$ cat src/rtl/animation_ladder_ctl.sv
// ---------------------------------------------------------------------------
// animation_ladder_ctl
//
// Purpose:
//   Sequences the ladder-drawing animation. After start_game rises, counter
//   steps from 0 up to MAX_STEP, advancing once every FRAMES_PER_STEP frames.
//   The final ladder is then held for HOLD_FRAMES frames before the block
//   reports completion. Every state change is aligned to a frame tick (the
//   rising edge of vsync), so the drawing stage never sees counter move
//   partway through a frame.
//
// Ports:
//   clk         in   pixel clock
//   rst         in   asynchronous, active-high reset
//   start_game  in   level; game running, low forces IDLE
//   vsync       in   vsync from the VGA timing chain
//   skip        in   single-cycle pulse; jump straight to DONE
//   animation   out  registered; high in RUN and HOLD
//   counter     out  registered; current ladder step, 0..MAX_STEP
//   done        out  registered; high in HOLD and DONE
// ---------------------------------------------------------------------------
module animation_ladder_ctl #(
  parameter int FRAMES_PER_STEP = 8,
  parameter int MAX_STEP        = 15,
  parameter int HOLD_FRAMES     = 30
) (
  input  logic       clk,
  input  logic       rst,
  input  logic       start_game,
  input  logic       vsync,
  input  logic       skip,
  output logic       animation,
  output logic [3:0] counter,
  output logic       done
);

  localparam int FC_W = (FRAMES_PER_STEP > 1) ? $clog2(FRAMES_PER_STEP) : 1;
  localparam int HC_W = (HOLD_FRAMES > 0) ? $clog2(HOLD_FRAMES + 1) : 1;

  localparam logic [FC_W-1:0] FRAME_LAST = FC_W'(FRAMES_PER_STEP - 1);
  localparam logic [HC_W-1:0] HOLD_LAST  = HC_W'(HOLD_FRAMES - 1);
  localparam logic [3:0]      STEP_MAX   = 4'(MAX_STEP);
  localparam logic [3:0]      STEP_LAST  = 4'(MAX_STEP - 1);

  typedef enum logic [1:0] {
    S_IDLE = 2'd0,
    S_RUN  = 2'd1,
    S_HOLD = 2'd2,
    S_DONE = 2'd3
  } state_t;

  state_t          r_state;
  state_t          w_state_next;
  logic            r_vsync_q;
  logic            w_tick;
  logic [FC_W-1:0] r_frame_cnt;
  logic [FC_W-1:0] w_frame_cnt_next;
  logic [HC_W-1:0] r_hold_cnt;
  logic [HC_W-1:0] w_hold_cnt_next;
  logic            r_animation;
  logic            w_animation_next;
  logic [3:0]      r_counter;
  logic [3:0]      w_counter_next;
  logic            r_done;
  logic            w_done_next;

  // Frame tick: first cycle vsync is seen high. A long vsync high produces
  // a single tick, and a vsync that is already high when RUN starts is not
  // counted until it falls and rises again.
  assign w_tick = vsync & ~r_vsync_q;

  always_ff @(posedge clk or posedge rst) begin
    if (rst) begin
      r_state     <= S_IDLE;
      r_vsync_q   <= 1'b0;
      r_frame_cnt <= '0;
      r_hold_cnt  <= '0;
      r_animation <= 1'b0;
      r_counter   <= 4'd0;
      r_done      <= 1'b0;
    end else begin
      r_state     <= w_state_next;
      r_vsync_q   <= vsync;
      r_frame_cnt <= w_frame_cnt_next;
      r_hold_cnt  <= w_hold_cnt_next;
      r_animation <= w_animation_next;
      r_counter   <= w_counter_next;
      r_done      <= w_done_next;
    end
  end

  // Next-state and next-output logic. Outputs are computed alongside the
  // state so they can be registered with it; nothing reaches the ports
  // combinationally.
  always_comb begin
    w_state_next     = r_state;
    w_frame_cnt_next = r_frame_cnt;
    w_hold_cnt_next  = r_hold_cnt;
    w_animation_next = r_animation;
    w_counter_next   = r_counter;
    w_done_next      = r_done;

    if (!start_game) begin
      // Dropping start_game aborts from any state, including HOLD and DONE.
      w_state_next     = S_IDLE;
      w_frame_cnt_next = '0;
      w_hold_cnt_next  = '0;
      w_animation_next = 1'b0;
      w_counter_next   = 4'd0;
      w_done_next      = 1'b0;
    end else begin
      unique case (r_state)
        S_IDLE: begin
          // skip is meaningless before a run has started.
          w_state_next     = S_RUN;
          w_frame_cnt_next = '0;
          w_hold_cnt_next  = '0;
          w_animation_next = 1'b1;
          w_counter_next   = 4'd0;
          w_done_next      = 1'b0;
        end

        S_RUN: begin
          if (skip) begin
            // skip outranks a coincident tick.
            w_state_next     = S_DONE;
            w_animation_next = 1'b0;
            w_counter_next   = STEP_MAX;
            w_done_next      = 1'b1;
          end else if (w_tick) begin
            if (r_frame_cnt == FRAME_LAST) begin
              w_frame_cnt_next = '0;
              w_counter_next   = r_counter + 4'd1;
              if (r_counter == STEP_LAST) begin
                w_state_next    = S_HOLD;
                w_hold_cnt_next = '0;
                w_done_next     = 1'b1;
              end
            end else begin
              w_frame_cnt_next = r_frame_cnt + 1'b1;
            end
          end
        end

        S_HOLD: begin
          if (skip) begin
            w_state_next     = S_DONE;
            w_animation_next = 1'b0;
            w_counter_next   = STEP_MAX;
            w_done_next      = 1'b1;
          end else if (w_tick) begin
            // The HOLD_FRAMES-th tick ends the hold; hold_cnt parks at
            // HOLD_FRAMES rather than wrapping.
            w_hold_cnt_next = r_hold_cnt + 1'b1;
            if (r_hold_cnt == HOLD_LAST) begin
              w_state_next     = S_DONE;
              w_animation_next = 1'b0;
            end
          end
        end

        S_DONE: begin
          // Parked until start_game drops; a held-high start_game must not
          // re-arm the sequence.
          w_state_next = S_DONE;
        end

        default: begin
          w_state_next     = S_IDLE;
          w_frame_cnt_next = '0;
          w_hold_cnt_next  = '0;
          w_animation_next = 1'b0;
          w_counter_next   = 4'd0;
          w_done_next      = 1'b0;
        end
      endcase
    end
  end

  assign animation = r_animation;
  assign counter   = r_counter;
  assign done      = r_done;

endmodule

$ cat config.mk
export PLATFORM = sky130hd
export DESIGN_NAME = animation_ladder_ctl
export DESIGN_NICKNAME = d
export VERILOG_FILES = /design/src/rtl/animation_ladder_ctl.sv
export SDC_FILE = /design/constraint.sdc
export NUM_CORES = 1
export LEC_CHECK = 0
export CAP_MARGIN = 25
export CORE_UTILIZATION = 40
export CTS_CLUSTER_DIAMETER = 80
export DETAILED_ROUTE_END_ITERATION = 6
export PLACE_DENSITY_LB_ADDON = 0.1
export SKIP_CTS_REPAIR_TIMING = 1
export SYNTH_ARGS = -nofsm -noshare
export SYNTH_HDL_FRONTEND = slang
export SYNTH_SLANG_ARGS = --single-unit
export TNS_END_PERCENT = 100
$ cat constraint.sdc
create_clock -name clk -period 2.1 [get_ports clk]
set_clock_uncertainty 0.05 [all_clocks]
set_input_delay 0.63 -clock clk [delete_from_list [all_inputs] [get_ports clk]]
set_output_delay 0.63 -clock clk [all_outputs]
set_load 0.01 [all_outputs]
==> results.toml, run 1 <==
[sta]
worst_slack_ps = 117
slew_headroom = 0.665
worst_pin_slew_ps = 494
rsz0062_at_grt = "false"
finalHoldViolations = 0
final.min_clock_period_ps = 1980
whs_ps = 462
slew_violations = 0
post-route-period-util = 0.944
fmax_mhz = 504
setup_viol_count_final = 0

[flow_run]
maxCapViolCount = 0

[finish]
final_util = 0.501
drive_gt1_frac = 0.158
fillCellCount = 265
layout_commonest_cell = "dfrtp_1"
ff_latch_area_um2 = 425
area_growth_pct = 19.6
num_antenna_cells = 0
multi_input_area_um2 = 658
final_area_um2 = 1370
nets = 155
mostFrequentLayoutCells = "dfrtp_1, nand2_1, buf_4, ha_1, clkdlybuf4s50_1"

[synthesis]
syn-cell-area_um2 = 1140
ys_warn_count = 0
synth_seq_cells = 17
ys.flop_type = "dfrtp_1"
yosysUniqueCellTypes = 44
syn_nets = 133
avgSynthCellArea_um2 = 9.70
synth_edf_count = 0
netlist_instances = 118
synth-seq-area-share = 0.372
async_flop_share = 1.00

[placed_design]
dp_slack_ps = -171
place_area_um2 = 1340
port_buffers = 10
place_hpwl_um = 1790
gp_congestion = 0.803

[min_path]
hp-class = "flop to flop"

[floorplan]
die_area_um2 = 3080
start_util = 0.419
core_um2 = 2730
die_h_um = 55.5
io_pins = 11
fp-row-count = 19
die_x_um = 55.5

[grt]
grt_start_max_net_pins = 18
grt_remaining_overflow = 0
grt_pass1_vias = 964
antenna_found_initial = 0
grt_first_pass_wirelength_um = 4330
globalRouteTotalUtil = 0.178

[clocking]
clkSinkCount = 17
cts_tree = "built"
clk_pin_slew_ps = 90
insertion_delay_ps = 300
cts-buffers-inserted = 3
clock_path_buffers = 2
cts_root_buf = "clkbuf_4"
htree_levels = 1

[power]
leakage_nw = 0.630
ir_drop_v = 0.000773
power.density_nw_per_um2 = 1030
finalPower_mw = 1.41

[critical_path]
cpPeakStageDelay_ps = 570
cp_slowest_cell = "clkdlybuf4s50_1"
cp.arrival_ps = 1300
cpLargestDelayFamily = "buffers and inverters"
cp-end-kind = "output port"
path_buf_inv = 1
worstPathCellList = "clkdlybuf4s50_1"
worstPathMaxFanout = 5
critPathLaunchType = "flop"
path_class = "flop to output port"
required_ps = 1420

[detailed_routing]
ant_nets = 0
vias = 967
drc = 0
first_pass_iters = 5
drt_iter0_markers = 47
wl_per_cell_um = 14.4
post_drt_via_cell_ratio = 5.69
wl_um = 2450

[status]
status = "completed"
-- sequential cells by signal, indices dropped and copies added (netlist names) --
signal	flops
r_vsync_q	1
r_state	2
r_hold_cnt	5
counter	4
r_frame_cnt	3
animation	1
done	1
-- cells by family after synthesis --
logic type,count (synthesis),synth area share
flip-flops,17,0.372
multiplexers,5,0.0459
XOR/XNOR,1,0.00765
buffers and inverters,14,0.0535
AO/OA/AOI/OAI,26,0.174
AND/OR/NAND/NOR,45,0.238
adder cells (fa/ha/maj),10,0.109
-- synth_stat cells (2+ instances only) --
master,instances,area (um^2)
a21oi_1,3,15.0
a22o_1,3,26.3
buf_4,2,15.0
dfrtp_1,17,425
ha_1,10,125
inv_1,9,33.8
mux2_1,2,22.5
mux2i_1,3,30.0
nand2_1,11,41.3
nand2b_1,5,31.3
nand3_1,6,30.0
nand4_1,3,18.8
nor2_1,5,18.8
nor2b_1,2,12.5
o21ai_0,4,20.0
o21ai_1,2,10.0
o311ai_1,2,17.5
o32ai_1,2,17.5
or2_2,2,12.5
-- path summary, 6_finish.rpt --
check                           slack [ps]  cells past startpoint             end      startpoint
worst max-delay path                   120                      1      counter[3]      counter[3]
worst min-delay path                   460                      1  r_frame_cnt[1]  r_frame_cnt[1]
worst max register to register         180                      6      counter[2]      r_state[1]
worst min register to register         460                      1  r_frame_cnt[1]  r_frame_cnt[1]
max in group asynchronous             1210                      3   r_hold_cnt[0]             rst
min in group asynchronous              590                      3      counter[2]             rst
-- power by group --
part | leakage [nW] | internal [mW] | total [mW] | switching [mW]
Combinational | 0.386 | 0.356 | 0.768 | 0.412
Clock | 0.0150 | 0.0739 | 0.181 | 0.107
Sequential | 0.229 | 0.395 | 0.458 | 0.0629
Total | 0.630 | 0.826 | 1.41 | 0.582
-- stage by stage --
step                std cells  setup TNS, ps
global placement          166          -1280
CTS                       170              0
finish                    170              0
floorplan                 118              0
detailed placement        166          -1400
global route              170              0
-- cell type report --
cell class | instances | area share
multi-input cells | 87 | 0.481
flip-flops and latches | 17 | 0.311
repair buffers | 21 | 0.133
well taps | 31 | 0.0283
inverters | 10 | 0.0274
clock buffers | 4 | 0.0192
-- layer usage --
| layer | up-vias | global-route usage | share of wire |
|---|---|---|---|
| met1 | 460 | 0.240 | 0.48 |
| met4 | 0 | 0.0786 | 0.015 |
| met2 | 28 | 0.286 | 0.47 |
| met5 | - | 0 | 0 |
| li1 | 474 | - | - |
| met3 | 5 | 0.0211 | 0.031 |
Note: power is estimated with default switching activity, not from simulation.
==> run 2, diff against run 1 <==
--- a/config.mk
+++ b/config.mk
@@ -5,6 +5,7 @@
 export SDC_FILE = /design/constraint.sdc
 export NUM_CORES = 1
 export LEC_CHECK = 0
+export ABC_AREA = 1
 export CAP_MARGIN = 25
 export CORE_UTILIZATION = 40
 export CTS_CLUSTER_DIAMETER = 80
==> constraint.sdc (replaced) <==
create_clock -name clk -period 1.8 [get_ports clk]
set_clock_uncertainty 0.05 [all_clocks]
set_input_delay 0.54 -clock clk [delete_from_list [all_inputs] [get_ports clk]]
set_output_delay 0.54 -clock clk [all_outputs]
set_load 0.01 [all_outputs]
==> run 2 against run 1 <==
  * Sequential power grew 19%
  * Routed wire length up 8.7%
  * Cell count increased by 41%
  * First-iteration DRC count down 8.5%
  * Area after synthesis increased by 11%
  * Total power up 27%
  * Combinational power up 35%
  * Synthesized cell count up 43%
==> results.toml, run 2 <==
[floorplan]
fp-row-count = 20
io_pins = 11
start_util = 0.419
die_h_um = 58.3
die_area_um2 = 3400
core_um2 = 3030
die_x_um = 58.3

[finish]
area_growth_pct = 22.6
layout_commonest_cell = "nand2_1"
fillCellCount = 300
final_util = 0.513
finalNonFillerCells = 239
mostFrequentLayoutCells = "nand2_1, inv_1, nand3_1, dfrtp_1, buf_4"
nets = 211
regMostFlops = "r_hold_cnt"
drive_gt1_frac = 0.221
largest_reg_flops = 5
num_antenna_cells = 0

[sta]
final.min_clock_period_ps = 1630
setup_viol_count_final = 0
slew_violations = 0
finalSetupTns_ps = 0
finalHoldViolations = 0
fmax_mhz = 615
post-route-period-util = 0.903
worst_pin_slew_ps = 264
slew_headroom = 0.824
rsz0062_at_grt = "false"

[clocking]
cts_root_buf = "clkbuf_4"
clkSinkCount = 17
insertion_delay_ps = 290
clk_pin_slew_ps = 100
htree_levels = 1
clock_path_buffers = 2
cts-buffers-inserted = 3
cts_tree = "built"

[detailed_routing]
drc = 0
first_pass_iters = 2
vias = 1081
drt_iter0_markers = 43
wl_per_cell_um = 11.1
wl_um = 2660
post_drt_via_cell_ratio = 4.52
ant_nets = 0

[critical_path]
path_class = "input port to flop"
cp.arrival_ps = 1810
required_ps = 1990
startpoint = "vsync"
critPathLaunchType = "input port"
r2r-start = "r_state[1]"
worstPathMaxFanout = 5
cp-end-kind = "flop"
ff2ff_setup_slack_ps = 200
reg2reg_to = "counter[1]"
reg2reg_depth = 9

[synthesis]
syn-cell-area_um2 = 1270
netlist_instances = 169
post-synth-top-count-cell = "nand2_1"
ys_warn_count = 0
synthTopCellsByCount = "nand2_1, inv_1, dfrtp_1, nand3_1"
ys_top_cells_by_area = "dfrtp_1, nand2_1, ha_1, nand3_1, inv_1"
async_flop_share = 1.00
yosysUniqueCellTypes = 24
syn_nets = 184
synth_seq_cells = 17
synth_edf_count = 0
synth_top_area_share = 0.336
ys.flop_type = "dfrtp_1"
avgSynthCellArea_um2 = 7.50
synth-seq-area-share = 0.336
synth_top_cell_by_area = "dfrtp_1"

[flow_run]
maxCapViolCount = 0

[power]
ir_drop_v = 0.000549
power.density_nw_per_um2 = 1150
leakage_nw = 0.938

[grt]
grt_pass1_vias = 1019
grt_start_max_net_pins = 18
globalRouteTotalUtil = 0.175
grt_remaining_overflow = 0
grt_first_pass_wirelength_um = 4460
antenna_found_initial = 0

[placed_design]
place_hpwl_um = 2110
dp.cells = 234
port_buffers = 10
gp_congestion = 0.851

[min_path]
hp-class = "flop to flop"
hold_depth = 2
holdPathEnd = "done"
worst_hold_startpoint = "done"

[status]
status = "completed"
## run 2: cell count changes after synthesis, sizes merged, moves of 3 or more
cell and delta:
a22o -3, or2 -3, nand2b -5, nor2 +8
o21ai +4, inv +15, nand3 +13, nand2 +55
mux2i -3
## run 2: final cells by class
cell class	instances	area, um^2	area share
multi-input combinational	125	732	0.471
sequential	17	427	0.275
timing repair buffer	24	220	0.142
inverter	25	93.8	0.0604
tap	44	55.1	0.0354
clock buffer	4	26.3	0.0169
## run 2: worst max path at each step
stage               slack [ps]  cells past startpoint            end
floorplan                  320                      7  r_hold_cnt[3]
global placement          -120                      9     counter[3]
detailed placement        -130                      9     counter[1]
CTS                       -130                      1     counter[0]
global route                50                      8  r_hold_cnt[1]
finish                     170                      7     counter[3]
## run 2: cell families (layout without fill, tap and decap cells)
logic type	Yosys count	after routing	synth area share
compound gates	11	11	0.0553
fa+ha+maj	10	10	0.0987
buf+inv	27	53	0.0869
flops	17	17	0.336
simple gates	104	104	0.423
## run 2: worst max-delay path: stages
cell and delay (ps):
clkdlybuf4s50_1 540, nand3_1 170, nand2_4 130, nand3_4 110, nor2_2 190, nand2_1 70
nand2_1 60
## run 2: report_power, final
group          internal (mW)  switching [mW]  leakage (nW)  total, mW
sequential             0.473          0.0699         0.228      0.543
combinational          0.430           0.611         0.695       1.04
clock                 0.0861           0.121        0.0150      0.207
## run 2: per-layer routing
metal	routed length, um	global-route usage	share of wire	vias up
met5	0	0	0	-
met4	59	0.0850	0.022	0
met3	51	0.0220	0.019	6
met2	1310	0.299	0.49	11
met1	1230	0.219	0.46	484
li1	-	-	-	580
## run 2: per-stage QoR
stage | cell area, um^2 | setup WS [ps] | total power, mW | hold slack, ps
detailed placement | 1500 | -131 | 1.59 | 411
global placement | 1500 | -123 | 1.58 | 407
finish | 1550 | 174 | 1.79 | 423
CTS | 1530 | -135 | 1.82 | 439
floorplan | 1270 | 324 | 1.26 | 398
global route | 1550 | 52.0 | 1.96 | 450
==> run 3, diff against run 2 <==
--- a/config.mk
+++ b/config.mk
@@ -6,7 +6,7 @@
 export NUM_CORES = 1
 export LEC_CHECK = 0
 export ABC_AREA = 1
-export CAP_MARGIN = 25
+export CAP_MARGIN = 20
 export CORE_UTILIZATION = 40
 export CTS_CLUSTER_DIAMETER = 80
 export DETAILED_ROUTE_END_ITERATION = 6
==> results of run 3 <==
The final DEF is identical to that of run 2; final timing and power are the same.
